===== src/rtl/rtc_date.sv =====
// rtc_date: calendar date register (day, month, weekday, year) in BCD.
//
// Ports
//   clk_i         : block clock, all state changes on its rising edge
//   rstn_i        : synchronous active-low reset (date -> Sat 2000-01-01)
//   new_day_i     : single-cycle day-advance pulse from the time-of-day block
//   date_update_i : single-cycle software load strobe for date_i
//   date_i[31:0]  : load value, same format as date_o
//   date_o[31:0]  : current date
//                   [5:0] day BCD, [12:8] month BCD, [15:13] weekday 0-6
//                   (0 = Sunday), [29:16] year BCD 0000-3999
//   new_month_o   : one-cycle pulse when the month rolls over
//   new_year_o    : one-cycle pulse when the year rolls over
//   load_err_o    : one-cycle pulse when a load is rejected
module rtc_date (
  input  logic        clk_i,
  input  logic        rstn_i,
  input  logic        new_day_i,
  input  logic        date_update_i,
  input  logic [31:0] date_i,
  output logic [31:0] date_o,
  output logic        new_month_o,
  output logic        new_year_o,
  output logic        load_err_o
);

  // Divisibility by 4 of a two-digit BCD number 10*t+u, i.e. of (2t+u):
  // with t even u must be 0/4/8, with t odd u must be 2/6.
  function automatic logic div4(input logic [3:0] t, input logic [3:0] u);
    logic r;
    if (t[0] == 1'b0) begin
      r = (u == 4'd0) || (u == 4'd4) || (u == 4'd8);
    end else begin
      r = (u == 4'd2) || (u == 4'd6);
    end
    return r;
  endfunction

  // Gregorian leap rule on BCD digits: a century year (last two digits 00)
  // is leap only if its century number is divisible by 4.
  function automatic logic is_leap(input logic [13:0] y);
    logic r;
    if (y[7:0] == 8'h00) begin
      r = div4({2'b00, y[13:12]}, y[11:8]);
    end else begin
      r = div4(y[7:4], y[3:0]);
    end
    return r;
  endfunction

  // Number of days in a month, returned as a BCD day value.
  function automatic logic [5:0] month_len(input logic [4:0] mon, input logic leap);
    logic [5:0] r;
    case (mon)
      5'h04, 5'h06, 5'h09, 5'h11: r = 6'h30;
      5'h02:                      r = leap ? 6'h29 : 6'h28;
      default:                    r = 6'h31;
    endcase
    return r;
  endfunction

  // BCD year increment with 3999 -> 0000 wrap.
  function automatic logic [13:0] year_inc(input logic [13:0] y);
    logic [13:0] r;
    r = y;
    if (y[3:0] != 4'd9) begin
      r[3:0] = y[3:0] + 4'd1;
    end else begin
      r[3:0] = 4'd0;
      if (y[7:4] != 4'd9) begin
        r[7:4] = y[7:4] + 4'd1;
      end else begin
        r[7:4] = 4'd0;
        if (y[11:8] != 4'd9) begin
          r[11:8] = y[11:8] + 4'd1;
        end else begin
          r[11:8]  = 4'd0;
          r[13:12] = (y[13:12] == 2'd3) ? 2'd0 : y[13:12] + 2'd1;
        end
      end
    end
    return r;
  endfunction

  logic [5:0]  day_q,  day_d;
  logic [4:0]  mon_q,  mon_d;
  logic [2:0]  wday_q, wday_d;
  logic [13:0] year_q, year_d;
  logic        new_month_q, new_month_d;
  logic        new_year_q,  new_year_d;
  logic        load_err_q,  load_err_d;

  logic        load_ok_s;
  logic [5:0]  cur_len_s;
  logic [5:0]  ld_len_s;
  logic        unused_s;

  // Reserved input bits carry no meaning.
  assign unused_s = ^{date_i[31:30], date_i[7:6]};

  assign cur_len_s = month_len(mon_q, is_leap(year_q));
  assign ld_len_s  = month_len(date_i[12:8], is_leap(date_i[29:16]));

  // Load validity: BCD digits, month range, weekday range, day within month.
  // Day tens (2 bits), month tens (1 bit) and year thousands (2 bits) cannot
  // exceed 9 by construction, so only the 4-bit digits need a range check.
  always_comb begin
    load_ok_s = (date_i[3:0]   <= 4'd9) && (date_i[11:8]  <= 4'd9) &&
                (date_i[19:16] <= 4'd9) && (date_i[23:20] <= 4'd9) &&
                (date_i[27:24] <= 4'd9) &&
                (date_i[12:8]  >= 5'h01) && (date_i[12:8] <= 5'h12) &&
                (date_i[15:13] <= 3'd6) &&
                (date_i[5:0]   != 6'h00) && (date_i[5:0] <= ld_len_s);
  end

  // Next-state: accepted load wins; otherwise apply the day advance and
  // flag a rejected load alongside any rollover pulses.
  always_comb begin
    day_d       = day_q;
    mon_d       = mon_q;
    wday_d      = wday_q;
    year_d      = year_q;
    new_month_d = 1'b0;
    new_year_d  = 1'b0;
    load_err_d  = 1'b0;
    if (date_update_i && load_ok_s) begin
      day_d  = date_i[5:0];
      mon_d  = date_i[12:8];
      wday_d = date_i[15:13];
      year_d = date_i[29:16];
    end else begin
      load_err_d = date_update_i;
      if (new_day_i) begin
        wday_d = (wday_q == 3'd6) ? 3'd0 : wday_q + 3'd1;
        if (day_q != cur_len_s) begin
          if (day_q[3:0] == 4'd9) begin
            day_d = {day_q[5:4] + 2'd1, 4'd0};
          end else begin
            day_d = {day_q[5:4], day_q[3:0] + 4'd1};
          end
        end else begin
          day_d       = 6'h01;
          new_month_d = 1'b1;
          if (mon_q == 5'h12) begin
            mon_d      = 5'h01;
            year_d     = year_inc(year_q);
            new_year_d = 1'b1;
          end else if (mon_q[3:0] == 4'd9) begin
            mon_d = 5'h10;
          end else begin
            mon_d = {mon_q[4], mon_q[3:0] + 4'd1};
          end
        end
      end else begin
        day_d = day_q;
      end
    end
  end

  // State registers with synchronous active-low reset to Sat 2000-01-01.
  always_ff @(posedge clk_i) begin
    if (!rstn_i) begin
      day_q       <= 6'h01;
      mon_q       <= 5'h01;
      wday_q      <= 3'd6;
      year_q      <= 14'h2000;
      new_month_q <= 1'b0;
      new_year_q  <= 1'b0;
      load_err_q  <= 1'b0;
    end else begin
      day_q       <= day_d;
      mon_q       <= mon_d;
      wday_q      <= wday_d;
      year_q      <= year_d;
      new_month_q <= new_month_d;
      new_year_q  <= new_year_d;
      load_err_q  <= load_err_d;
    end
  end

  assign date_o      = {2'b00, year_q, wday_q, mon_q, 2'b00, day_q};
  assign new_month_o = new_month_q;
  assign new_year_o  = new_year_q;
  assign load_err_o  = load_err_q;

endmodule


===== config.mk =====
export PLATFORM = sky130hd
export DESIGN_NAME = rtc_date
export DESIGN_NICKNAME = d
export VERILOG_FILES = /design/src/rtl/rtc_date.sv
export SDC_FILE = /design/constraint.sdc
export NUM_CORES = 1
export LEC_CHECK = 0
export ABC_AREA = 0
export CORE_MARGIN = 2
export CORE_UTILIZATION = 45
export CTS_CLUSTER_SIZE = 30
export DETAILED_ROUTE_END_ITERATION = 12
export GPL_ROUTABILITY_DRIVEN = 1
export PLACE_DENSITY = 0.77
export SLEW_MARGIN = 20
export SYNTH_ARGS = -nofsm -noshare
export SYNTH_HDL_FRONTEND = slang
export SYNTH_SLANG_ARGS = --single-unit
export TNS_END_PERCENT = 5

===== constraint.sdc =====
create_clock -name clk_i -period 4.8 [get_ports clk_i]
set_clock_uncertainty 0.2 [all_clocks]
set_input_delay 0.96 -clock clk_i [delete_from_list [all_inputs] [get_ports clk_i]]
set_output_delay 0.96 -clock clk_i [all_outputs]
set_load 0.005 [all_outputs]

==> reports/results.md <==
| Quantity | Value |
|---|---|
| Result of the run | complete, no violations |
| Via count of the routed design | 2610 |
| Register bit total from synthesis | 31 |
| Detailed-route wire length per cell | 15.5 µm |
| Placement Rows | 26 |
| Initial core utilization | 46.3% |
| Kind of path behind the tightest hold check | reg -> reg |
| Clock slew at the register clock pins of the worst setup and hold paths | 0.06 ns |
| Area of the mapped netlist | 2350 µm² |
| Unique cell type count in the Yosys netlist | 64 |
| Clk Latency, worst-skew pair | 0.29 ns |
| Number of vias per cell | 5.95 |
| Number of antenna-violating nets in the routed design | 0 |
| Worst VDD drop | 121 µV |
| Area of the placeable core | 5070 µm² |
| Crit path arrival time | 4.50 ns |
| Routability-driven placement congestion ratio | 0.900 |
| Die area | 5820 µm² |
| Sum of net half-perimeters after detailed placement | 5.08 mm |
| Yosys top cell area share | 26.4% |
| Count of fill cells added during filler insertion | 470 |
| Total power density per cell area | 195 nW/µm² |
| Proportion of synthesized chip area in sequential cells | 26.4% |
| Leftover overflow at the end of global routing | 0 |
| Share of synthesized registers carrying an async set or reset | 0% |
| Die W | 76.3 µm |
| Number of design rule violations left after detail routing | 0 |
| Top area cells in the synthesized netlist | dfxtp_1 (26%), o21ai_0 (6.2%), nand2_1 (4.5%), nor2_1 (3.8%), nand3_1 (3.4%) |
| Maximum number of pins on one net before global-route repair | 23 |
| Number of gates resized after cts | 0 |
| Number of nets at the end of the flow | 412 |
| Transition time of the tightest slew-check pin | 0.919 ns |
| CTS tree | yes |
| Sinks on the clock net | 31 |
| Final Cycle Share | 93.3% |
| Number of clock buffers inserted by TritonCTS | 5 |
| Routed wire length | 6.82 mm |
| RSZ-0062 raised after global routing | false |
| Commonest cells after routing, fill and taps aside | clkdlybuf4s50_1 (62), dfxtp_1 (31), o21ai_0 (29) |
| Reg-to-reg slack, setup | 1.65 ns |
| Number of buffers added on ports | 62 |
| Average cell area after synthesis | 7.58 µm² |
| Worst hold margin | 0.365 ns |
| Drt first pass iters | 5 |
| Remaining max-slew budget at the tightest pin | 38.2% |
| Yosys warnings | 0 |
| Final setup violation count | 0 |
| Ratio of cells with drive above 1 in the final layout | 7.86% |
| First-pass GRT wire length | 11.1 mm |
| Layout area overhead | 32.0% |
| Max Root-Sink Buffers | 2 |
| Largest area contributor in the netlist | dfxtp_1 |
| Commonest non-fill, non-tap cell in the layout | clkdlybuf4s50_1 |
| Max Freq | 223 MHz |
| Endpoint kind of the worst setup timing path | flip-flop |
| Count of routing violations after the opening detailed-route iteration | 232 |
| Predominant post-synthesis flop cell | dfxtp_1 |
| Number of enable-type register cells in the synthesized netlist | 0 |
| Total Negative Setup Slacks | 0 ns |
| Hold violation total from the final report | 0 |
| Antenna violations before repair | 0 |
| Reported max-cap violation count | 0 |
| Nature of the critical path startpoint | primary input |
| Root Buffer Master | clkbuf_8 |
| H-tree lvl count | 2 |
| Clock period minus final worst setup slack | 4.48 ns |
| Crit Path Max Fanout | 21 |
| Die Ht | 76.3 µm |
| Global-route total usage across every layer | 23.4% |
| Pins Over Slew Limit | 0 |
| Number of global-route vias before repair | 2355 |
| Gate Count Post-Synth | 310 |
| Leak | 1.09 nW |
| Number of setup buffers added after CTS | 0 |
| Worst Path Required | 4.82 ns |
| Total power consumption of the routed design | 0.000604 W |
| Setup CP Type | in -> reg |
| # diodes | 0 |
| Count of pins on the block boundary | 71 |
| Quantity of hold-fixing buffers added after cts | 0 |
-- through the flow --
stage / util [%] / instance area [µm²] / cells / setup slack (ns)
after global placement: 59.5 / 3020 / 433 / -0.113
after global routing: 61.2 / 3100 / 439 / 0.127
final: 61.2 / 3100 / 439 / 0.321
after CTS: 61.0 / 3090 / 439 / 0.0100
after detailed placement: 59.5 / 3020 / 433 / -0.274
after floorplan: - / 2360 / 313 / 0.615
-- per-layer routing --
layer | wire length, µm | track usage (%) | up-vias
met5 | 0 | 0 | -
met4 | 91 | 9.45 | 0
met3 | 471 | 5.69 | 9
met2 | 3150 | 37.1 | 115
met1 | 3100 | 30.6 | 1223
li1 | - | - | 1263
-- cells by family after synthesis --
group / after synthesis / share of synthesized area (%)
AND/OR/NAND/NOR: 131 / 30.0
AO/OA/AOI/OAI: 93 / 27.5
buffers and inverters: 35 / 7.66
flip-flops: 31 / 26.4
XOR/XNOR: 8 / 2.98
adder cells (fa/ha/maj): 6 / 3.19
multiplexers: 5 / 2.13
other: 1 / 0.160
-- registers in the layout, summed over array words and instances (netlist names) --
signal and cells:
new_year_o 1, year_q 14, wday_q 3, new_month_o 1, load_err_o 1, mon_q 5
day_q 6
-- worst paths after layout --
check	startpoint	endpoint	cells after the start
setup / recovery	date_i[26]	year_q[5]	16
hold / removal	year_q[11]	year_q[11]	2
setup reg to reg	mon_q[0]	mon_q[3]	7
hold reg to reg	year_q[11]	year_q[11]	2
-- synth_stat cells (all sizes together), types with 4 or more instances --
cell type,instances
xor2,4
ha,6
mux2i,5
nand3,16
a31oi,9
buf,12
or4,7
nor2,24
o211ai,4
nand2,28
or3,5
clkbuf,12
nand2b,5
a211oi,5
nand3b,4
o21ai,29
nor4,4
xnor2,4
dfxtp,31
a21oi,16
nand4,6
inv,11
nor3,13
-- layout make-up --
type	count	area, µm²	share of cell area [%]
sequential	31	621	20.0
timing repair buffer	74	711	22.9
tap	70	87.6	2.82
multi-input combinational	247	1570	50.6
inverter	11	41.3	1.33
clock buffer	6	72.6	2.34
-- worst max-delay path, cell delays in order --
cell and delay (ns):
clkdlybuf4s50_1 0.43, a211o_1 0.31, a21oi_1 0.21, nor3_1 0.08, nor3_1 0.13, a21oi_1 0.12, o41ai_2 0.25, ha_1 0.22
or3b_1 0.35, a211oi_1 0.24, o22ai_1 0.12, or4_1 0.45, buf_4 0.24, nor2_2 0.21, nand2_1 0.11, nand3_1 0.07
-- where the power goes --
part	switching [W]	internal [W]	leakage [nW]
logic	0.0000591	0.0000726	0.800
registers	0.0000159	0.000267	0.252
clock network	0.0000934	0.0000965	0.0371
Note: power is estimated with default switching activity, not from simulation.
